`config.mk`:
```
export PLATFORM = sky130hd
export DESIGN_NAME = addr_trace_gen
export DESIGN_NICKNAME = d
export VERILOG_FILES = /design/src/rtl/addr_trace_gen.sv
export SDC_FILE = /design/constraint.sdc
export NUM_CORES = 1
export LEC_CHECK = 0
export CAP_MARGIN = 20
export CORE_MARGIN = 2
export CORE_UTILIZATION = 25
export DETAILED_ROUTE_END_ITERATION = 12
export SLEW_MARGIN = 5
export SYNTH_ARGS = -nofsm -noshare
export SYNTH_HDL_FRONTEND = slang
export SYNTH_SLANG_ARGS = --single-unit
```
`constraint.sdc`:
```
create_clock -name clk_i -period 10.4 [get_ports clk_i]
set_clock_uncertainty 0.05 [all_clocks]
set_input_delay 1.04 -clock clk_i [delete_from_list [all_inputs] [get_ports clk_i]]
set_output_delay 1.04 -clock clk_i [all_outputs]
set_load 0.05 [all_outputs]
```
`src/rtl/addr_trace_gen.sv`:
```
// Address-trace generator: issues one word-aligned address per cycle from a
// sequential, strided, looping or LFSR pattern under a start/busy/done handshake.
module addr_trace_gen #(
  parameter int unsigned ADDR_W = 32,
  parameter int unsigned LEN_W  = 16
) (
  input  logic              clk_i,
  input  logic              rst_ni,
  input  logic              start_i,
  input  logic [1:0]        mode_i,
  input  logic [ADDR_W-1:0] base_i,
  input  logic [ADDR_W-1:0] stride_i,
  input  logic [LEN_W-1:0]  span_i,
  input  logic [LEN_W-1:0]  length_i,
  input  logic              hold_i,
  output logic [ADDR_W-1:0] address_o,
  output logic              addr_valid_o,
  output logic              busy_o,
  output logic              done_o,
  output logic [LEN_W-1:0]  issued_o
);

  localparam logic [1:0] StIdle = 2'd0;
  localparam logic [1:0] StRun  = 2'd1;
  localparam logic [1:0] StDone = 2'd2;

  localparam logic [ADDR_W-1:0] LfsrMask = ADDR_W'(32'h8020_0003);

  logic [1:0]        state_q, state_d;
  logic [1:0]        mode_q, mode_d;
  logic [ADDR_W-1:0] base_q, base_d;
  logic [ADDR_W-1:0] stride_q, stride_d;
  logic [LEN_W-1:0]  span_q, span_d;
  logic [LEN_W-1:0]  len_q, len_d;
  logic [ADDR_W-1:0] gen_q, gen_d;
  logic [LEN_W-1:0]  idx_q, idx_d;
  logic [ADDR_W-1:0] last_q, last_d;
  logic [LEN_W-1:0]  issued_q, issued_d;

  logic              issue;
  logic [ADDR_W-1:0] elem;
  logic [LEN_W-1:0]  span_eff;

  function automatic logic [ADDR_W-1:0] lfsr_next(input logic [ADDR_W-1:0] s);
    lfsr_next = s[0] ? ((s >> 1) ^ LfsrMask) : (s >> 1);
  endfunction

  assign issue    = (state_q == StRun) && !hold_i;
  assign elem     = {gen_q[ADDR_W-1:2], 2'b00};
  assign span_eff = (span_q == '0) ? LEN_W'(1) : span_q;

  always_comb begin
    state_d  = state_q;
    mode_d   = mode_q;
    base_d   = base_q;
    stride_d = stride_q;
    span_d   = span_q;
    len_d    = len_q;
    gen_d    = gen_q;
    idx_d    = idx_q;
    last_d   = last_q;
    issued_d = issued_q;
    case (state_q)
      StIdle: begin
        if (start_i) begin
          mode_d   = mode_i;
          base_d   = base_i;
          stride_d = stride_i;
          span_d   = span_i;
          len_d    = length_i;
          issued_d = '0;
          idx_d    = '0;
          // A zero seed would lock the LFSR, so it is replaced by 1.
          if (mode_i == 2'd3 && base_i == '0) gen_d = ADDR_W'(1);
          else                                gen_d = base_i;
          state_d  = (length_i == '0) ? StDone : StRun;
        end
      end
      StRun: begin
        if (!hold_i) begin
          last_d   = elem;
          issued_d = issued_q + LEN_W'(1);
          case (mode_q)
            2'd0: gen_d = gen_q + ADDR_W'(4);
            2'd1: gen_d = gen_q + stride_q;
            2'd2: begin
              if (idx_q + LEN_W'(1) >= span_eff) begin
                idx_d = '0;
                gen_d = base_q;
              end else begin
                idx_d = idx_q + LEN_W'(1);
                gen_d = gen_q + ADDR_W'(4);
              end
            end
            default: gen_d = lfsr_next(gen_q);
          endcase
          if (issued_q + LEN_W'(1) == len_q) state_d = StDone;
        end
      end
      StDone:  state_d = StIdle;
      default: state_d = StIdle;
    endcase
  end

  always_ff @(posedge clk_i or negedge rst_ni) begin
    if (!rst_ni) begin
      state_q  <= StIdle;
      mode_q   <= '0;
      base_q   <= '0;
      stride_q <= '0;
      span_q   <= '0;
      len_q    <= '0;
      gen_q    <= '0;
      idx_q    <= '0;
      last_q   <= '0;
      issued_q <= '0;
    end else begin
      state_q  <= state_d;
      mode_q   <= mode_d;
      base_q   <= base_d;
      stride_q <= stride_d;
      span_q   <= span_d;
      len_q    <= len_d;
      gen_q    <= gen_d;
      idx_q    <= idx_d;
      last_q   <= last_d;
      issued_q <= issued_d;
    end
  end

  // Held or idle cycles present the most recently issued element.
  assign address_o    = issue ? elem : last_q;
  assign addr_valid_o = issue;
  assign busy_o       = (state_q == StRun);
  assign done_o       = (state_q == StDone);
  assign issued_o     = issued_q;

endmodule

```
After elaboration in Yosys (flattened, before gate mapping)
Cells that the tools add are included.
{"block": "op_classes", "n_lt_le_gt_ge": 1, "n_reduce_logical": 14, "muxes": 21, "n_eq_ne": 10, "add_sub_neg": 4, "bitwise": 2}
{"operator": "$mux 32", "count": 6}
{"operator": "$mux 16", "count": 6}
{"operator": "$pmux 32 s3", "count": 1}
{"operator": "$pmux 16 s2", "count": 2}
{"operator": "$pmux 32 s2", "count": 1}
{"operator": "$add 16x1->16 const B", "count": 2}
{"operator": "$add 32x3->32 const B", "count": 1}
{"operator": "$add 32x32->32", "count": 1}
{"operator": "$logic_not 16->1", "count": 2}
{"operator": "$logic_not 32->1", "count": 1}
{"operator": "$eq 16x16->1", "count": 1}
{"operator": "$ge 16x16->1", "count": 1}
{"operator": "$mux 2", "count": 4}
{"operator": "$eq 2x2->1 const B", "count": 3}
{"operator": "$reduce_and 3->1", "count": 2}
{"operator": "$eq 2x1->1 const B", "count": 2}
{"operator": "$logic_not 2->1", "count": 2}
{"operator": "$ne 2x1->1 const B", "count": 2}
{"operator": "$ne 2x2->1 const B", "count": 2}
{"operator": "$not 3->4", "count": 1}
{"operator": "$pmux 2 s2", "count": 1}
{"operator": "$reduce_and 2->1", "count": 2}
{"operator": "$reduce_and 4->1", "count": 1}
{"operator": "$logic_and 1x1->1", "count": 2}
{"operator": "3 further kinds", "count": 3}
{"block": "totals", "out_inout_bits": 51, "ff_bits": 194, "word_cells": 62}

Longest topological paths before layout
{"block": "logic_depth", "ltp_word": 7, "mapped_depth": 16, "mapped_depth_nobuf": 15}

Worst setup path before layout
No wires, ideal clock.
{"block": "synth_path", "path_kind": "input to output", "from": "in hold_i", "to": "out address_o[23]", "path_stages": 7, "t_arrival_ns": 2.783, "setup_slack_ns": 6.527, "n_path_buf": 3, "cell_sequence": "nand2b_1 buf_2 inv_2 clkbuf_1 buf_1 nand2_1 nand2_1"}
{"block": "synth_via", "elab_chain_len": 3}
{"item": "start: declaration", "line": "15", "rtl": "input logic hold_i,"}
{"item": "$logic_not 1->1"}
{"item": "$logic_and 1x1->1", "line": "48", "rtl": "assign issue = (state_q == StRun) && !hold_i;"}
{"item": "net addr_valid_o", "line": "17", "rtl": "output logic addr_valid_o,"}
{"item": "$mux 32", "line": "132", "rtl": "assign address_o = issue ? elem : last_q;"}
{"item": "end: declaration", "line": "16", "rtl": "output logic [ADDR_W-1:0] address_o,"}
The timed path passes the listed nets, and every way through them passes these cells.

Final worst setup path
{"block": "layout_path", "from": "reg state_q[1]", "to": "out address_o[20]"}
{"block": "layout_via", "elab_chain_len": 3}
{"item": "start: declaration", "line": "29", "rtl": "logic [1:0] state_q, state_d;"}
{"item": "start signal: assignment", "line": "107", "rtl": "state_q <= StIdle;"}
{"item": "start signal: assignment", "line": "118", "rtl": "state_q <= state_d;"}
{"item": "$eq 2x1->1", "line": "48"}
{"item": "$logic_and 1x1->1", "line": "48"}
{"item": "$mux 32", "line": "132"}
No other way between the ends.

==> results.md <==
| Item | This run | Unit |
| --- | --- | --- |
| Slew Limit Headroom | 34.9 | % |
| Number of hold-repair buffers added at the cts stage | 0 | - |
| Vias in the first global route | 11100 | - |
| Synth top area share | 39.5 | % |
| Number of detailed-routing iterations run before antenna repair | 4 | - |
| Cell taking the most area after synthesis | sky130_fd_sc_hd__dfrtp_1 | - |
| Number of max-slew violations in the final report | 0 | - |
| Die Span X | 226 | um |
| Synthesized flop and latch total | 194 | - |
| Ratio of cells with drive above 1 in the final layout | 4.99 | % |
| Worst-Skew Late Latency | 0.49 | ns |
| Final Util | 30.7 | % |
| Aggregate global-route resource usage | 16.4 | % |
| Main combinational cell family by area after synthesis | simple AND/OR/NAND/NOR gates | - |
| Clock-pin slew on the worst setup and hold paths | 0.07 | ns |
| Classification of the worst setup path | reg2out | - |
| Status | complete, no violations | - |
| Ys flop type | sky130_fd_sc_hd__dfrtp_1 | - |
| Vias/cell | 4.93 | - |
| Sum of internal, switching and leakage power | 4400 | uW |
| Netlist area before placement | 12300 | um^2 |
| Number of antenna violations at the first check in global routing | 6 | - |
| Signal arrival time at the worst endpoint | 3.93 | ns |
| Required @ worst endpoint | 9.31 | ns |
| Area fraction in compound gates after synthesis | 18.0 | % |
| Area growth from synthesis to layout | 21.8 | % |
| TritonCTS clock tree | done | - |
| Synthesized-area fraction occupied by xor and xnor cells | 6.41 | % |
| H-tree levels | 4 | - |
| Effective utilization at floorplan | 25.2 | % |
| Global-route wire length before repair | 63800 | um |
| Iteration-0 DRC count of the detailed router | 796 | - |
| Post-synthesis share of cell area spent on and, or, nand and nor gates | 24.5 | % |
| Total congestion overflow after global routing | 0 | - |
| Fin nets | 1742 | - |
| Category of the worst setup path capture point | output port | - |
| Remaining antenna violation count after routing | 0 | - |
| Cell at the root of the clock tree | sky130_fd_sc_hd__clkbuf_16 | - |
| Placeable Area | 48700 | um^2 |
| Final clock period utilization by the worst path | 48.2 | % |
| P_leak | 0.00667 | uW |
| Number of standard-cell rows in the floorplan | 81 | - |
| Synth Instances | 1494 | - |
| Final hold slack | 0.422 | ns |
| Cell Count Post-Placement | 2233 | - |
| Total DRC errors in the routed layout | 0 | - |
| Maximum vdd drop | 175 | uV |
| Worst slew pin tran | 0.965 | ns |
| Clk sink count | 194 | - |
| Die area | 51000 | um^2 |
| Number of flops mapped to enable cells by yosys | 0 | - |
| Post-synthesis async set-or-reset flop share | 100 | % |
| Multiplexer share of the synthesized area | 2.17 | % |
| Fmax | 0.199 | GHz |
| RSZ-0062 raised after global routing | no | - |
| Clock Tree Buf Depth | 2 | - |
| Largest net degree at the start of global routing | 82 | - |
| Count of max-cap constraint violations | 0 | - |
| Dominant cells by area after synthesis | sky130_fd_sc_hd__dfrtp_1, sky130_fd_sc_hd__nand2_1, sky130_fd_sc_hd__ha_1 | - |
| Distinct cells, synth | 90 | - |
| Drt wl/cell | 18.1 | um |
| Routability-driven placement congestion ratio | 0.911 | - |
| Count of instances resized after the clock tree is built | 0 | - |
| Total negative slack | 0 | ns |
| P per Cell Area | 294 | nW/um^2 |
| Avg Inst Size Synth | 8.23 | um^2 |
| Number of non-filler instances in the completed layout | 2268 | - |
| Total detailed-routing wirelength | 41000 | um |
| Hold WC Path Type | reg2reg | - |
| Startpoint class of the critical path | register | - |
| Total via count after detailed routing | 11200 | - |
| Postcts setup bufs | 0 | - |
| DIE HEIGHT | 226 | um |
| Endpoints failing hold | 0 | - |
| Time the worst path needs with I/O delays and setup | 5.02 | ns |
| Synthesis Warnings | 0 | - |
| Buffers on Ports | 150 | - |
| Post-detail-place hpwl | 28700 | um |
| Adder-cell share of the synthesized area | 5.25 | % |
| Final Setup Violations | 0 | - |
| Sequential share of the synthesized area | 39.5 | % |
| Num CTS Buffers | 17 | - |
| Number of ports placed on the die boundary | 153 | - |
| Maximum fanout encountered on the critical timing path | 32 | - |
[registers in the layout, summed over array words and instances, names as in the netlist]
| register | cells |
|---|---|
| base_q | 32 |
| gen_q | 32 |
| idx_q | 16 |
| issued_o | 16 |
| last_q | 30 |
| len_q | 16 |
| mode_q | 2 |
| span_q | 16 |
| state_q | 2 |
| stride_q | 32 |
[area by class of cell]
type                    count  area [um^2]
multi-input cells        1178         6950
flip-flops and latches    194         4850
well taps                 664          831
clock buffers              20          447
repair buffers            164         1630
fillers                  5158        33800
clock inverters            12          130
inverters                  34          128
diodes                      2         5.00
[cells in the final DEF, fill, tap and decap left out, drive strengths merged, types with 13 or more instances in the layout]
master / count
a21o: 23
a21oi: 61
a22oi: 17
and3: 16
buf: 14
clkbuf: 21
clkdlybuf4s50: 149
dfrtp: 194
ha: 50
inv: 37
mux2i: 15
nand2: 430
nand2b: 23
nand3: 42
nand4: 16
nor2: 73
nor3: 24
nor4: 15
o211ai: 19
o21ai: 109
o31ai: 13
xnor2: 51
xor2: 39
[kinds of logic after synthesis]
group	count (synthesis)
adder cells (fa/ha/maj)	51
flip-flops	194
AND/OR/NAND/NOR	679
buffers and inverters	123
multiplexers	25
AO/OA/AOI/OAI	331
other	1
XOR/XNOR	90
[cell usage after synthesis, drive strengths merged (19+ instances only)]
cell type and n:
nand2b 23, buf 26, nand2 430, o21ai 109, clkbuf 63, nand3 42
a21oi 61, xor2 39, nor2 73, o211ai 19, ha 50, inv 34
a21o 23, dfrtp 194, nor3 24, xnor2 51
[per-layer routing]
layer / global-route usage, % / vias to the layer above / part of all wire [%]
met1: 21.2 / 5420 / 45
met2: 27.0 / 335 / 47
met3: 3.73 / 51 / 6.0
met4: 5.83 / 8 / 1.9
li1: - / 5374 / -
met5: 0 / - / 0.12
[power by group]
group	total, uW	internal [uW]	leakage [uW]	switching, uW
Clock	688	361	0.000281	328
Combinational	2300	915	0.00394	1390
Sequential	1410	1060	0.00245	343
Total	4400	2340	0.00667	2060
[metrics by stage]
stage | worst slack [ns] | instance area, um^2
2_1_floorplan | 6.53 | 12300
3_3_place_gp | 5.53 | 14400
3_5_place_dp | 5.50 | 14400
4_1_cts | 5.34 | 14900
5_1_grt | 5.15 | 15000
6_report | 5.38 | 15000
[path summary, 6_finish.rpt]
| check | slack, ns | to | startpoint | cells after the start |
|---|---|---|---|---|
| max in group asynchronous | 7.71 | mode_q[1]$_DFFE_PN0P_ | rst_ni | 3 |
| hold / removal | 0.42 | last_q[9]$_DFFE_PN0P_ | last_q[9]$_DFFE_PN0P_ | 2 |
| setup reg to reg | 6.16 | gen_q[21]$_DFFE_PN0P_ | idx_q[0]$_DFFE_PN0P_ | 15 |
| hold reg to reg | 0.42 | last_q[9]$_DFFE_PN0P_ | last_q[9]$_DFFE_PN0P_ | 2 |
| min in group asynchronous | 0.54 | last_q[24]$_DFFE_PN0P_ | rst_ni | 1 |
| setup / recovery | 5.38 | address_o[20] | state_q[1]$_DFFE_PN0P_ | 8 |
[critical path, cell delays in order, from the launching register on]
cell,delay [ns]
sky130_fd_sc_hd__dfrtp_1,0.44
sky130_fd_sc_hd__nand2b_1,0.32
sky130_fd_sc_hd__inv_1,0.46
sky130_fd_sc_hd__nand2b_2,0.12
sky130_fd_sc_hd__inv_2,0.48
sky130_fd_sc_hd__buf_4,0.55
sky130_fd_sc_hd__nand2_1,0.13
sky130_fd_sc_hd__nand2_1,0.10
sky130_fd_sc_hd__clkdlybuf4s50_1,0.80
Note: power is estimated with default switching activity, not from simulation.
